===== src/rtl/reply_frame_parser_if.sv =====
// rtl/reply_frame_parser_if.sv - received byte stream in, decoded reply frame out
interface reply_frame_parser_if #(
   parameter int MAXLEN = 8
);
   logic                valid;
   logic [7:0]          din;
   logic [2:0]          st;
   logic                newreply;
   logic                bad_frame;
   logic [7:0]          rtype;
   logic [7:0]          rlen;
   logic [8*MAXLEN-1:0] rdata;

   modport master (
      output valid, din,
      input  st, newreply, bad_frame, rtype, rlen, rdata
   );

   modport slave (
      input  valid, din,
      output st, newreply, bad_frame, rtype, rlen, rdata
   );
endinterface


===== src/rtl/reply_frame_parser.sv =====
// rtl/reply_frame_parser.sv - reply frame decoder: header hunt, length/checksum/type check, inter-byte timeout
module reply_frame_parser #(
   parameter logic [7:0] HEAD0    = 8'hEB,
   parameter logic [7:0] HEAD1    = 8'h90,
   parameter logic [7:0] CODE_OK  = 8'h00,
   parameter logic [7:0] CODE_ERR = 8'h04,
   parameter logic [7:0] CODE_ST  = 8'h05,
   parameter int         MAXLEN   = 8,
   parameter int         TIMEOUT  = 1000
) (
   input logic                 clk,
   input logic                 rst_n,
   reply_frame_parser_if.slave bus
);
   localparam int CW = (TIMEOUT > 0) ? $clog2(TIMEOUT + 1) : 1;
   localparam int DW = 8 * MAXLEN;

   typedef enum logic [2:0] {HUNT0, HUNT1, TYPE, LEN, DATA, CHK} state_t;

   state_t        state_q, state_d;
   logic [CW-1:0] cnt_q, cnt_d;
   logic [7:0]    type_q, type_d;
   logic [7:0]    len_q, len_d;
   logic [7:0]    sum_q, sum_d;
   logic [7:0]    idx_q, idx_d;
   logic [DW-1:0] buf_q, buf_d;
   logic [2:0]    st_q, st_d;
   logic          newreply_q, newreply_d;
   logic          bad_q, bad_d;
   logic [7:0]    rtype_q, rtype_d;
   logic [7:0]    rlen_q, rlen_d;
   logic [DW-1:0] rdata_q, rdata_d;
   logic          timeout;
   logic          type_ok;

   // A byte arriving on the expiry cycle beats the timeout because valid gates it.
   always_comb begin
      timeout = 1'b0;
      if (TIMEOUT > 0)
         timeout = (state_q != HUNT0) && !bus.valid && (cnt_q == CW'(TIMEOUT - 1));
   end

   assign type_ok = (type_q == CODE_OK) || (type_q == CODE_ERR) || (type_q == CODE_ST);

   always_comb begin
      state_d    = state_q;
      type_d     = type_q;
      len_d      = len_q;
      sum_d      = sum_q;
      idx_d      = idx_q;
      buf_d      = buf_q;
      st_d       = st_q;
      rtype_d    = rtype_q;
      rlen_d     = rlen_q;
      rdata_d    = rdata_q;
      newreply_d = 1'b0;
      bad_d      = 1'b0;

      if (TIMEOUT == 0 || state_q == HUNT0 || bus.valid)
         cnt_d = '0;
      else
         cnt_d = cnt_q + 1'b1;

      if (timeout) begin
         state_d = HUNT0;
         cnt_d   = '0;
         bad_d   = (state_q != HUNT1);
      end else if (bus.valid) begin
         case (state_q)
            HUNT0: if (bus.din == HEAD0) state_d = HUNT1;
            HUNT1: begin
               if (bus.din == HEAD1)      state_d = TYPE;
               else if (bus.din != HEAD0) state_d = HUNT0;
            end
            TYPE: begin
               type_d  = bus.din;
               sum_d   = bus.din;
               state_d = LEN;
            end
            LEN: begin
               len_d = bus.din;
               sum_d = sum_q + bus.din;
               idx_d = '0;
               buf_d = '0;
               if (bus.din > 8'(MAXLEN)) begin
                  state_d = HUNT0;
                  bad_d   = 1'b1;
               end else if (bus.din == 8'd0) begin
                  state_d = CHK;
               end else begin
                  state_d = DATA;
               end
            end
            DATA: begin
               for (int i = 0; i < MAXLEN; i++)
                  if (idx_q == 8'(i)) buf_d[8*i +: 8] = bus.din;
               sum_d = sum_q + bus.din;
               idx_d = idx_q + 8'd1;
               if (idx_q + 8'd1 == len_q) state_d = CHK;
            end
            CHK: begin
               if (bus.din == sum_q && type_ok) begin
                  case (type_q)
                     CODE_OK:  st_d = 3'b001;
                     CODE_ERR: st_d = 3'b010;
                     default:  st_d = 3'b100;
                  endcase
                  rtype_d    = type_q;
                  rlen_d     = len_q;
                  rdata_d    = buf_q;
                  newreply_d = 1'b1;
               end else begin
                  bad_d = 1'b1;
               end
               state_d = HUNT0;
            end
            default: state_d = HUNT0;
         endcase
      end
   end

   always_ff @(posedge clk or negedge rst_n) begin
      if (!rst_n) begin
         state_q    <= HUNT0;
         cnt_q      <= '0;
         type_q     <= '0;
         len_q      <= '0;
         sum_q      <= '0;
         idx_q      <= '0;
         buf_q      <= '0;
         st_q       <= '0;
         newreply_q <= 1'b0;
         bad_q      <= 1'b0;
         rtype_q    <= '0;
         rlen_q     <= '0;
         rdata_q    <= '0;
      end else begin
         state_q    <= state_d;
         cnt_q      <= cnt_d;
         type_q     <= type_d;
         len_q      <= len_d;
         sum_q      <= sum_d;
         idx_q      <= idx_d;
         buf_q      <= buf_d;
         st_q       <= st_d;
         newreply_q <= newreply_d;
         bad_q      <= bad_d;
         rtype_q    <= rtype_d;
         rlen_q     <= rlen_d;
         rdata_q    <= rdata_d;
      end
   end

   assign bus.st        = st_q;
   assign bus.newreply  = newreply_q;
   assign bus.bad_frame = bad_q;
   assign bus.rtype     = rtype_q;
   assign bus.rlen      = rlen_q;
   assign bus.rdata     = rdata_q;
endmodule

===== src/flat_wrapper.sv =====
// flat-port wrapper written by rule: the top's interface ports become plain ports
module reply_frame_parser_flat 
#(
   parameter logic [7:0] HEAD0    = 8'hEB,
   parameter logic [7:0] HEAD1    = 8'h90,
   parameter logic [7:0] CODE_OK  = 8'h00,
   parameter logic [7:0] CODE_ERR = 8'h04,
   parameter logic [7:0] CODE_ST  = 8'h05,
   parameter int         MAXLEN   = 8,
   parameter int         TIMEOUT  = 1000
)
  (clk, rst_n, bus_valid, bus_din, bus_st, bus_newreply, bus_bad_frame, bus_rtype, bus_rlen, bus_rdata);
  reply_frame_parser_if #(.MAXLEN(MAXLEN)) bus_i ();
  input logic clk;
  input logic rst_n;
  input wire logic [$bits(bus_i.valid)-1:0] bus_valid;
  input wire logic [$bits(bus_i.din)-1:0] bus_din;
  output wire logic [$bits(bus_i.st)-1:0] bus_st;
  output wire logic [$bits(bus_i.newreply)-1:0] bus_newreply;
  output wire logic [$bits(bus_i.bad_frame)-1:0] bus_bad_frame;
  output wire logic [$bits(bus_i.rtype)-1:0] bus_rtype;
  output wire logic [$bits(bus_i.rlen)-1:0] bus_rlen;
  output wire logic [$bits(bus_i.rdata)-1:0] bus_rdata;
  assign bus_i.valid = bus_valid;
  assign bus_i.din = bus_din;
  assign bus_st = bus_i.st;
  assign bus_newreply = bus_i.newreply;
  assign bus_bad_frame = bus_i.bad_frame;
  assign bus_rtype = bus_i.rtype;
  assign bus_rlen = bus_i.rlen;
  assign bus_rdata = bus_i.rdata;
  reply_frame_parser #(.HEAD0(HEAD0), .HEAD1(HEAD1), .CODE_OK(CODE_OK), .CODE_ERR(CODE_ERR), .CODE_ST(CODE_ST), .MAXLEN(MAXLEN), .TIMEOUT(TIMEOUT)) u_core (.clk(clk), .rst_n(rst_n), .bus(bus_i));
endmodule

===== config.mk =====
export PLATFORM = sky130hd
export DESIGN_NAME = reply_frame_parser_flat
export DESIGN_NICKNAME = d
export VERILOG_FILES = /design/src/rtl/reply_frame_parser_if.sv /design/src/rtl/reply_frame_parser.sv /design/src/flat_wrapper.sv
export SDC_FILE = /design/constraint.sdc
export NUM_CORES = 1
export LEC_CHECK = 0
export BUFFER_PORTS_ARGS = -buffer_cell sky130_fd_sc_hd__buf_2
export CAP_MARGIN = 20
export CORE_ASPECT_RATIO = 0.9
export CORE_UTILIZATION = 53
export CTS_CLUSTER_SIZE = 40
export DETAILED_ROUTE_END_ITERATION = 7
export GPL_TIMING_DRIVEN = 0
export PLACE_DENSITY = 0.76
export REMOVE_ABC_BUFFERS = 1
export SYNTH_ARGS = -nofsm -noshare
export SYNTH_HDL_FRONTEND = slang
export SYNTH_SLANG_ARGS = --single-unit

===== constraint.sdc =====
create_clock -name clk -period 2.6 [get_ports clk]
set_input_delay 0.39 -clock clk [delete_from_list [all_inputs] [get_ports clk]]
set_output_delay 0.39 -clock clk [all_outputs]
set_load 0.01 [all_outputs]

==> results of run 1 <==
## through the flow
stage                     TNS [ps]  hold slack [ps]  power (mW)
after global routing             0              288        7.43
after floorplan            -171430             94.4        4.15
after CTS                        0              275        7.12
after detailed placement    -41680              413        4.46
final                            0              290        7.11
after global placement     -669050              447        4.37
## cell type report
type / count / area [um^2]
clock buffer: 21 / 450
clock inverter: 11 / 153
fill: 1191 / 5590
inverter: 8 / 30.0
multi-input combinational: 399 / 3350
sequential: 194 / 4850
tap: 202 / 253
timing repair buffer: 111 / 699
## worst max-delay path: cells and delay by family, from the launching register on
family                   cells  cell delay [ps]
flip-flops                   1              410
multiplexers                 1              360
buffers and inverters        3              540
AND/OR/NAND/NOR              2              750
adder cells (fa/ha/maj)      1              350
## sequential cells by signal (all words and copies together) (netlist names)
signal	cells
u_core.bus.rlen	8
u_core.cnt_q	10
u_core.type_q	8
u_core.buf_q	64
u_core.bus.rtype	8
u_core.bus.st	3
u_core.bus.newreply	1
u_core.state_q	3
u_core.bus.rdata	64
u_core.sum_q	8
u_core.idx_q	8
u_core.len_q	8
u_core.bus.bad_frame	1
## layer usage
metal	track usage	vias up	part of all wire
li1	-	2437	-
met1	0.299	2756	0.44
met2	0.381	166	0.49
met3	0.0485	22	0.061
met4	0.0702	0	0.013
met5	0	-	0
## path summary, 6_finish.rpt
path / endpoint / startpoint
min in group asynchronous: u_core.bus.rtype[4] / rst_n
worst min-delay path: u_core.type_q[0] / bus_din[0]
max in group asynchronous: u_core.bus.st[0] / rst_n
worst max-delay path: u_core.bus.rdata[3] / u_core.sum_q[3]
worst max register to register: u_core.bus.rdata[3] / u_core.sum_q[3]
worst min register to register: u_core.cnt_q[0] / u_core.cnt_q[0]
## repair_timing
| action | CTS | global route |
|---|---|---|
| setup endpoints to repair | 138 | 63 |
| resized for setup | 3 | 5 |
| endpoints found under the hold margin | 79 | 0 |
| hold buffers | 1 | 0 |
| gates cloned | 0 | 0 |
| pin swaps | 1 | 0 |
| buffers inserted | 5 | 3 |
## cell usage in the layout (no fill, tap or decap), types with 11 or more instances in the layout
cell	netlist	layout
dfrtp_1	194	194
clkbuf_16	0	17
o21ai_0	23	22
xnor2_1	11	11
mux2_2	134	134
xor2_1	12	12
nand2_1	32	32
ha_1	12	11
mux2_1	16	16
buf_2	14	94
nor2_1	38	38
nand3_1	11	11
## logic make-up (layout without fill, tap and decap cells)
group / after synthesis / in the layout
AO/OA/AOI/OAI: 71 / 71
XOR/XNOR: 23 / 23
adder cells (fa/ha/maj): 13 / 13
buffers and inverters: 42 / 151
flip-flops: 194 / 194
multiplexers: 152 / 152
AND/OR/NAND/NOR: 140 / 140
## power groups by stage
stage / registers, mW / clock network [mW] / logic [mW]
after floorplan: 3.47 / 0 / 0.671
after global placement: 3.52 / 0 / 0.849
after detailed placement: 3.55 / 0 / 0.911
after CTS: 3.49 / 2.71 / 0.921
after global routing: 3.54 / 2.84 / 1.06
final: 3.50 / 2.66 / 0.949
==> metrics.cfg, run 1 <==
[status]
status=finished, violations left
violations=DRC

[clock_network]
root_buffer=clkbuf_16
cts_buffers=17
clkSinkCount=194
clk_path_buf_depth=2
h-tree-depth=4
path_clk_slew_ps=70
clock_latency_ps=430
cts_tree=done

[final_layout]
fin_util=0.636
n_antenna_cell=0
final_area_um2=9790
syn_to_final_growth_pct=17.2
drive_gt1_frac=0.388
nNetsFinal=755
fin_cells=946

[placement]
dp.cells=906
placed_cell_area_um2=9060
place_congestion=0.827
io_buffers=95
hpwl_mm=11.7
post-place-ws_ps=-712

[floorplan]
pin_count=96
die_area_um2=16300
core_area_um2=15400
rows=43
initial_core_util=0.543
dieHeight_um=121
die_x_um=134

[synthesis]
synth-edff-count=0
yosysUniqueCellTypes=59
synth_compound_area_frac=0.0572
synth_fa_ha_area_frac=0.0204
synthSimpleGateAreaFrac=0.0900
synth_warnings=0
synth_commonest_cells=dfrtp_1, mux2_2, nor2_1
synth_flop_cell=dfrtp_1
synth_top_family_by_area=multiplexers
syn_area_um2=8360
muxShareOfSynthArea=0.204
synth_xor_area_frac=0.0241
synth_area_leader_cell=dfrtp_1
yosys-top-cells-area=dfrtp_1, mux2_2, mux2_1, ha_1, nor2_1
synth_most_common_cell=dfrtp_1
synth_top_cell_area_share=0.581
synth-seq-cells=194
synth_seq_area_share=0.581
syn-instance-count=635
avgSynthCellArea_um2=13.2
async_reset_ff_frac=1.00

[detailed_routing]
drc=2
drtAntennaViolNets=0
drt_first_pass_iters=8
vias_per_cell=5.69
wirelength_mm=17.3
drt_iter0_markers=401
vias=5381
wl_per_cell_um=18.3

[worst_hold_path]
holdPathStages=3
hold_path.class=in2reg

[sta]
rsz0062_at_grt=no
slew_headroom=0.567
worst_pin_slew_ps=648
fin_ws_ps=55.5
fmax_mhz=393
hold_violations=0
period_share=0.979
fin_skew_ps=9.79
period_needed_ps=2540
finalMaxSlewViolations=0
setup_viol=0

[power]
pwr-share-comb=0.133
p_switching_mw=1.84
switching_share=0.259
seqPwrFrac=0.492
p_per_area_nw_per_um2=726
ir_drop_mv=0.550
pwr-share-clk=0.374
internal-power_mw=5.27
p_leak_nw=5.05

[setup_path]
crit_path_max_fanout=17
reg2reg_slack_ps=60
required_ps=2910
slowest_delay_ps=560
worst_ep_arrival_time_ps=2850
worst_setup_path_end_kind=flip-flop
cp_cell_sequence=ha_1 > or4_4 > nor4_4 > buf_4 > buf_4 > buf_6 > mux2_2
cp-start-kind=flip-flop
reg2reg_depth=7
cp_slowest_cell=or4_4
path_class=reg2reg
cpMostUsedCell=buf_4

[job]
maxCapViolCount=0

[grt]
grt_max_degree=116
grt_pass1_wl_mm=28.3
antenna_found_initial=0
grt_usage=0.228
grt_pass1_vias=5444
overflow=0

(Power assumes the default switching activity.)
==> run 2, diff against run 1 <==
--- a/config.mk
+++ b/config.mk
@@ -8,11 +8,10 @@
 export BUFFER_PORTS_ARGS = -buffer_cell sky130_fd_sc_hd__buf_2
 export CAP_MARGIN = 20
 export CORE_ASPECT_RATIO = 0.9
-export CORE_UTILIZATION = 53
+export CORE_UTILIZATION = 25
 export CTS_CLUSTER_SIZE = 40
 export DETAILED_ROUTE_END_ITERATION = 7
 export GPL_TIMING_DRIVEN = 0
-export PLACE_DENSITY = 0.76
 export REMOVE_ABC_BUFFERS = 1
 export SYNTH_ARGS = -nofsm -noshare
 export SYNTH_HDL_FRONTEND = slang
==> metrics.cfg, run 2 (synthesis results as in run 1) <==
[sta]
period_needed_ps=2480  ; -63.8 ps
setup_viol=0  ; unchanged
slew_headroom=0.478  ; -0.0890
fin_skew_ps=9.93  ; +0.147 ps
finalMaxSlewViolations=0  ; unchanged
fmax_mhz=403  ; +2.6%
rsz0062_at_grt=no
worst_pin_slew_ps=778  ; +131 ps
period_share=0.954  ; -0.0246
hold_violations=0  ; unchanged

[grt]
met1_usage=0.157  ; -0.142
grt_pass1_wl_mm=30.5  ; +7.6%
grt_max_degree=121  ; +4.3%
grt_use_met2=0.192  ; -0.190
grt_pass1_vias=5147  ; -5.5%
grt_busiest_layer=met2
overflow=0  ; unchanged
use_met3=0.0294  ; -0.0191
grt_usage=0.119  ; -0.109
antenna_found_initial=2  ; +2

[floorplan]
dieHeight_um=175  ; +45%
core_area_um2=32900  ; +110%
pin_count=96  ; unchanged
die_area_um2=34200  ; +110%
initial_core_util=0.254  ; -0.290
rows=63  ; +47%
die_x_um=195  ; +45%

[power]
p_switching_mw=1.89  ; +2.5%
seqPwrFrac=0.490  ; -0.002
p_leak_nw=5.07  ; +0.44%
pwr-share-clk=0.380  ; +0.006
pwr-share-comb=0.129  ; -0.004
ir_drop_mv=0.450  ; -18%
internal-power_mw=5.22  ; -0.78%
p_per_area_nw_per_um2=704  ; -3.0%
switching_share=0.266  ; +0.00631

[clock_network]
root_buffer=clkbuf_16
clk_path_buf_depth=2  ; unchanged
path_clk_slew_ps=70  ; about the same
clkSinkCount=194  ; unchanged
cts_tree=done
h-tree-depth=4  ; unchanged
cts_buffers=17  ; unchanged
clock_latency_ps=440  ; about the same

[setup_path]
reg2reg_slack_ps=120  ; +60 ps
cp_cell_sequence=ha_1 > or4_4 > nor4_4 > buf_4 > buf_8 > buf_8 > mux2_2
worst_ep_arrival_time_ps=2800  ; -50 ps
cp-start-kind=flip-flop
cpMostUsedCell=buf_8
rr_endpoint=u_core.bus.rdata[39]
required_ps=2920  ; about the same
slowest_delay_ps=560  ; about the same
crit-reg2reg-launch=u_core.sum_q[3]
reg2reg_depth=7  ; unchanged
cp_slowest_cell=or4_4
worst_setup_path_end_kind=flip-flop
path_class=reg2reg
crit_path_max_fanout=13  ; -4

[detailed_routing]
wl_per_cell_um=16.5  ; -9.9%
drt_iter0_markers=297  ; -26%
drc=0  ; -2
vias=5166  ; -4.0%
wirelength_mm=19.3  ; +11%
drt_first_pass_iters=4  ; -4
vias_per_cell=4.42  ; -22%
drtAntennaViolNets=0  ; unchanged

[worst_hold_path]
hold_path.class=in2reg
hold-path-endpoint=u_core.sum_q[4]
holdPathStages=3  ; unchanged
min_from=bus_din[4]

[job]
maxCapViolCount=0  ; unchanged

[placement]
hpwl_mm=12.7  ; +9.1%
dp.cells=1127  ; +24%
io_buffers=95  ; unchanged
placed_cell_area_um2=9350  ; +3.2%
place_congestion=0.804  ; -2.7%

[final_layout]
final_area_um2=10100  ; +3.2%
mostFrequentLayoutCells=dfrtp_1, mux2_2, buf_2
drive_gt1_frac=0.393  ; +0.00485
fin_util=0.307  ; -0.330
final_common_cell=dfrtp_1
fin_cells=1168  ; +23%
nNetsFinal=756  ; +0.13%
syn_to_final_growth_pct=20.9

[status]
status=finished, final reports clean

==> run 2: worst max-delay path by stage <==
| stage | cells after the start | end | from | slack [ps] |
|---|---|---|---|---|
| after floorplan | 4 | u_core.bus.rdata[0] | bus_din[4] | -2020 |
| final | 7 | u_core.bus.rdata[39] | u_core.sum_q[3] | 120 |
| after global routing | 8 | u_core.bus.rdata[52] | u_core.sum_q[2] | 10 |
| after CTS | 7 | u_core.bus.rdata[51] | u_core.sum_q[4] | 10 |
| after global placement | 6 | u_core.bus.rtype[2] | bus_din[4] | -4070 |
| after detailed placement | 8 | u_core.bus.rdata[31] | bus_din[4] | -600 |
==> run 2: worst max-delay path, delay by kind of cell, from the launching register on <==
| family | cells | cell delay [ps] |
|---|---|---|
| adder cells (fa/ha/maj) | 1 | 340 |
| flip-flops | 1 | 390 |
| AND/OR/NAND/NOR | 2 | 740 |
| multiplexers | 1 | 340 |
| buffers and inverters | 3 | 540 |
==> run 2: routing by layer <==
metal,part of all wire,vias up
met3,0.041,14
met5,0,-
met2,0.47,91
met1,0.48,2617
met4,0.012,0
li1,-,2444
==> run 2: final cells by class <==
cell class / instances / area (um^2)
clock buffers: 22 / 474
multi-input cells: 399 / 3360
diodes: 1 / 2.50
inverters: 8 / 30.0
repair buffers: 112 / 734
flip-flops and latches: 194 / 4850
fillers: 3354 / 22800
clock inverters: 10 / 123
well taps: 422 / 528
==> run 2: through the flow <==
stage / TNS, ps / total power, mW / hold WS, ps / setup slack (ps)
2_1_floorplan: -171430 / 4.15 / 94.4 / -2020
3_3_place_gp: -831060 / 4.40 / 444 / -4070
3_5_place_dp: -46810 / 4.44 / 398 / -603
4_1_cts: 0 / 7.22 / 277 / 9.87
5_1_grt: 0 / 7.50 / 303 / 12.4
6_report: 0 / 7.11 / 295 / 119
==> run 2: repair_timing <==
item / CTS / global route
cloned: 0 / 0
endpoints found under the setup margin: 145 / 81
pin swaps: 1 / 0
hold endpoints to repair: 74 / 0
hold buffers: 1 / 0
buffers inserted: 5 / 3
gates resized for setup: 5 / 6
==> run 2: power groups by stage <==
stage	logic [mW]	clock network [mW]	registers, mW
after floorplan	0.671	0	3.47
after detailed placement	0.903	0	3.54
after global routing	1.05	2.92	3.52
after CTS	0.926	2.81	3.48
after global placement	0.871	0	3.53
final	0.921	2.71	3.49
==> run 3, diff against run 2 <==
--- a/config.mk
+++ b/config.mk
@@ -8,7 +8,7 @@
 export BUFFER_PORTS_ARGS = -buffer_cell sky130_fd_sc_hd__buf_2
 export CAP_MARGIN = 20
 export CORE_ASPECT_RATIO = 0.9
-export CORE_UTILIZATION = 25
+export CORE_UTILIZATION = 35
 export CTS_CLUSTER_SIZE = 40
 export DETAILED_ROUTE_END_ITERATION = 7
 export GPL_TIMING_DRIVEN = 0
==> metrics.cfg, run 3 (synthesis results as in run 1) <==
[final_layout]
final_common_cell=dfrtp_1
nNetsFinal=760  ; +0.53%
mostFrequentLayoutCells=dfrtp_1, mux2_2, buf_2
syn_to_final_growth_pct=20.0
drive_gt1_frac=0.390  ; -0.00344
n_antenna_cell=0  ; -1
fin_util=0.428  ; +0.122
final_area_um2=10000  ; -0.74%
nFillCells=2182  ; -35%

[sta]
fin_skew_ps=9.97  ; +0.0330 ps
fmax_mhz=400  ; -0.66%
timing.hold.ws_ps=304  ; +8.46 ps
fin_ws_ps=103  ; -16.5 ps
slew_headroom=0.486  ; +0.00893
setup_viol=0  ; unchanged
hold_violations=0  ; unchanged
worst_pin_slew_ps=767  ; -11.0 ps
finalMaxSlewViolations=0  ; unchanged
period_needed_ps=2500  ; +16.5 ps
period_share=0.960  ; +0.00633
rsz0062_at_grt=no

[detailed_routing]
wirelength_mm=17.7  ; -8.2%
wl_per_cell_um=16.8  ; +2.0%
vias=5170  ; +0.077%
drt_first_pass_iters=4  ; unchanged
drtAntennaViolNets=0  ; unchanged
drt_iter0_markers=308  ; +3.7%
drc=0  ; unchanged
vias_per_cell=4.92  ; +11%

[placement]
place_congestion=0.813  ; +1.1%
post-place-ws_ps=-575  ; +28.5 ps
hpwl_mm=11.7  ; -8.2%
io_buffers=95  ; unchanged
placed_cell_area_um2=9210  ; -1.5%

[grt]
grt_pass1_wl_mm=28.8  ; -5.3%
grt_usage=0.154  ; +0.0351
grt_max_degree=117  ; -3.3%
grt_pass1_vias=5071  ; -1.5%
overflow=0  ; unchanged
antenna_found_initial=0  ; -2

[power]
ir_drop_mv=0.412  ; -8.4%
p_total_mw=7.30  ; +2.6%
p_per_area_nw_per_um2=728  ; +3.4%
p_leak_nw=5.11  ; +0.79%

[clock_network]
clock_latency_ps=430  ; about the same
clkSinkCount=194  ; unchanged
root_buffer=clkbuf_16
h-tree-depth=4  ; unchanged
path_clk_slew_ps=70  ; about the same
cts_tree=done
cts_buffers=17  ; unchanged
clk_path_buf_depth=2  ; unchanged

[floorplan]
rows=53  ; -16%
die_x_um=165  ; -15%
dieHeight_um=149  ; -15%
core_area_um2=23400  ; -29%
initial_core_util=0.357  ; +0.103
pin_count=96  ; unchanged
die_area_um2=24500  ; -28%

[setup_path]
required_ps=2920  ; about the same
crit_path_max_fanout=13  ; unchanged
cp-start-kind=flip-flop
path_class=reg2reg
worst_setup_path_end_kind=flip-flop
worst_ep_arrival_time_ps=2820  ; +20 ps

[worst_hold_path]
hold_path.class=in2reg

[status]
status=finished, final reports clean

[job]
maxCapViolCount=0  ; unchanged

run 3: cell types whose count changed in the layout (fill, tap and decap cells not counted), sizes merged, moves of 2 or more:
cell,previous run,this run
buf,111,115
bufinv,2,5
clkbuf,22,19
clkinv,4,1
inv,12,14
run 3: final cells by class:
| type | count | area (um^2) | share of cell area |
|---|---|---|---|
| Sequential cell | 194 | 4850 | 0.484 |
| Multi-Input combinational cell | 399 | 3340 | 0.333 |
| Timing Repair Buffer | 116 | 777 | 0.0775 |
| Clock buffer | 19 | 433 | 0.0432 |
| Tap cell | 302 | 378 | 0.0377 |
| Clock inverter | 13 | 220 | 0.0220 |
| Inverter | 8 | 30.0 | 0.00299 |
run 3: critical path, stage by stage, from the launching register on:
cell	delay, ps
dfrtp_1	390
ha_1	350
or4_4	580
nor4_4	320
buf_8	200
buf_6	190
mux2_2	350
run 3: report_power, final:
| part | internal (mW) | switching, mW |
|---|---|---|
| clock | 1.73 | 1.19 |
| combinational | 0.421 | 0.475 |
| sequential | 3.28 | 0.200 |
run 3: routing by layer:
layer,share of wire,GRT usage,up-vias
li1,-,-,2446
met1,0.50,0.224,2636
met2,0.46,0.232,76
met3,0.033,0.0312,12
met4,0.0091,0.0427,0
met5,0,0,-
run 3: worst paths after layout:
check	start	endpoint	slack, ps	depth (start not counted)
worst max register to register	u_core.sum_q[4]	u_core.bus.rdata[16]	100	6
max in group asynchronous	rst_n	u_core.type_q[5]	1120	3
worst min-delay path	bus_din[0]	u_core.sum_q[0]	300	3
worst max-delay path	u_core.sum_q[4]	u_core.bus.rdata[16]	100	6
min in group asynchronous	rst_n	u_core.bus.rdata[39]	520	2
worst min register to register	u_core.cnt_q[0]	u_core.cnt_q[0]	470	1
run 3: per-stage QoR:
step	std cells	TNS (ps)
finish	1051	0
global route	1051	0
CTS	1042	-827
detailed placement	1007	-37040
global placement	998	-813400
floorplan	601	-171430
run 3: timing repair:
action / 4_1_cts / 5_1_grt
gates cloned: 0 / 0
pin swaps: 1 / 1
resized for setup: 0 / 5
hold buffers: 1 / 0
buffers inserted: 2 / 9
endpoints found under the hold margin: 78 / 0
endpoints found under the setup margin: 92 / 113
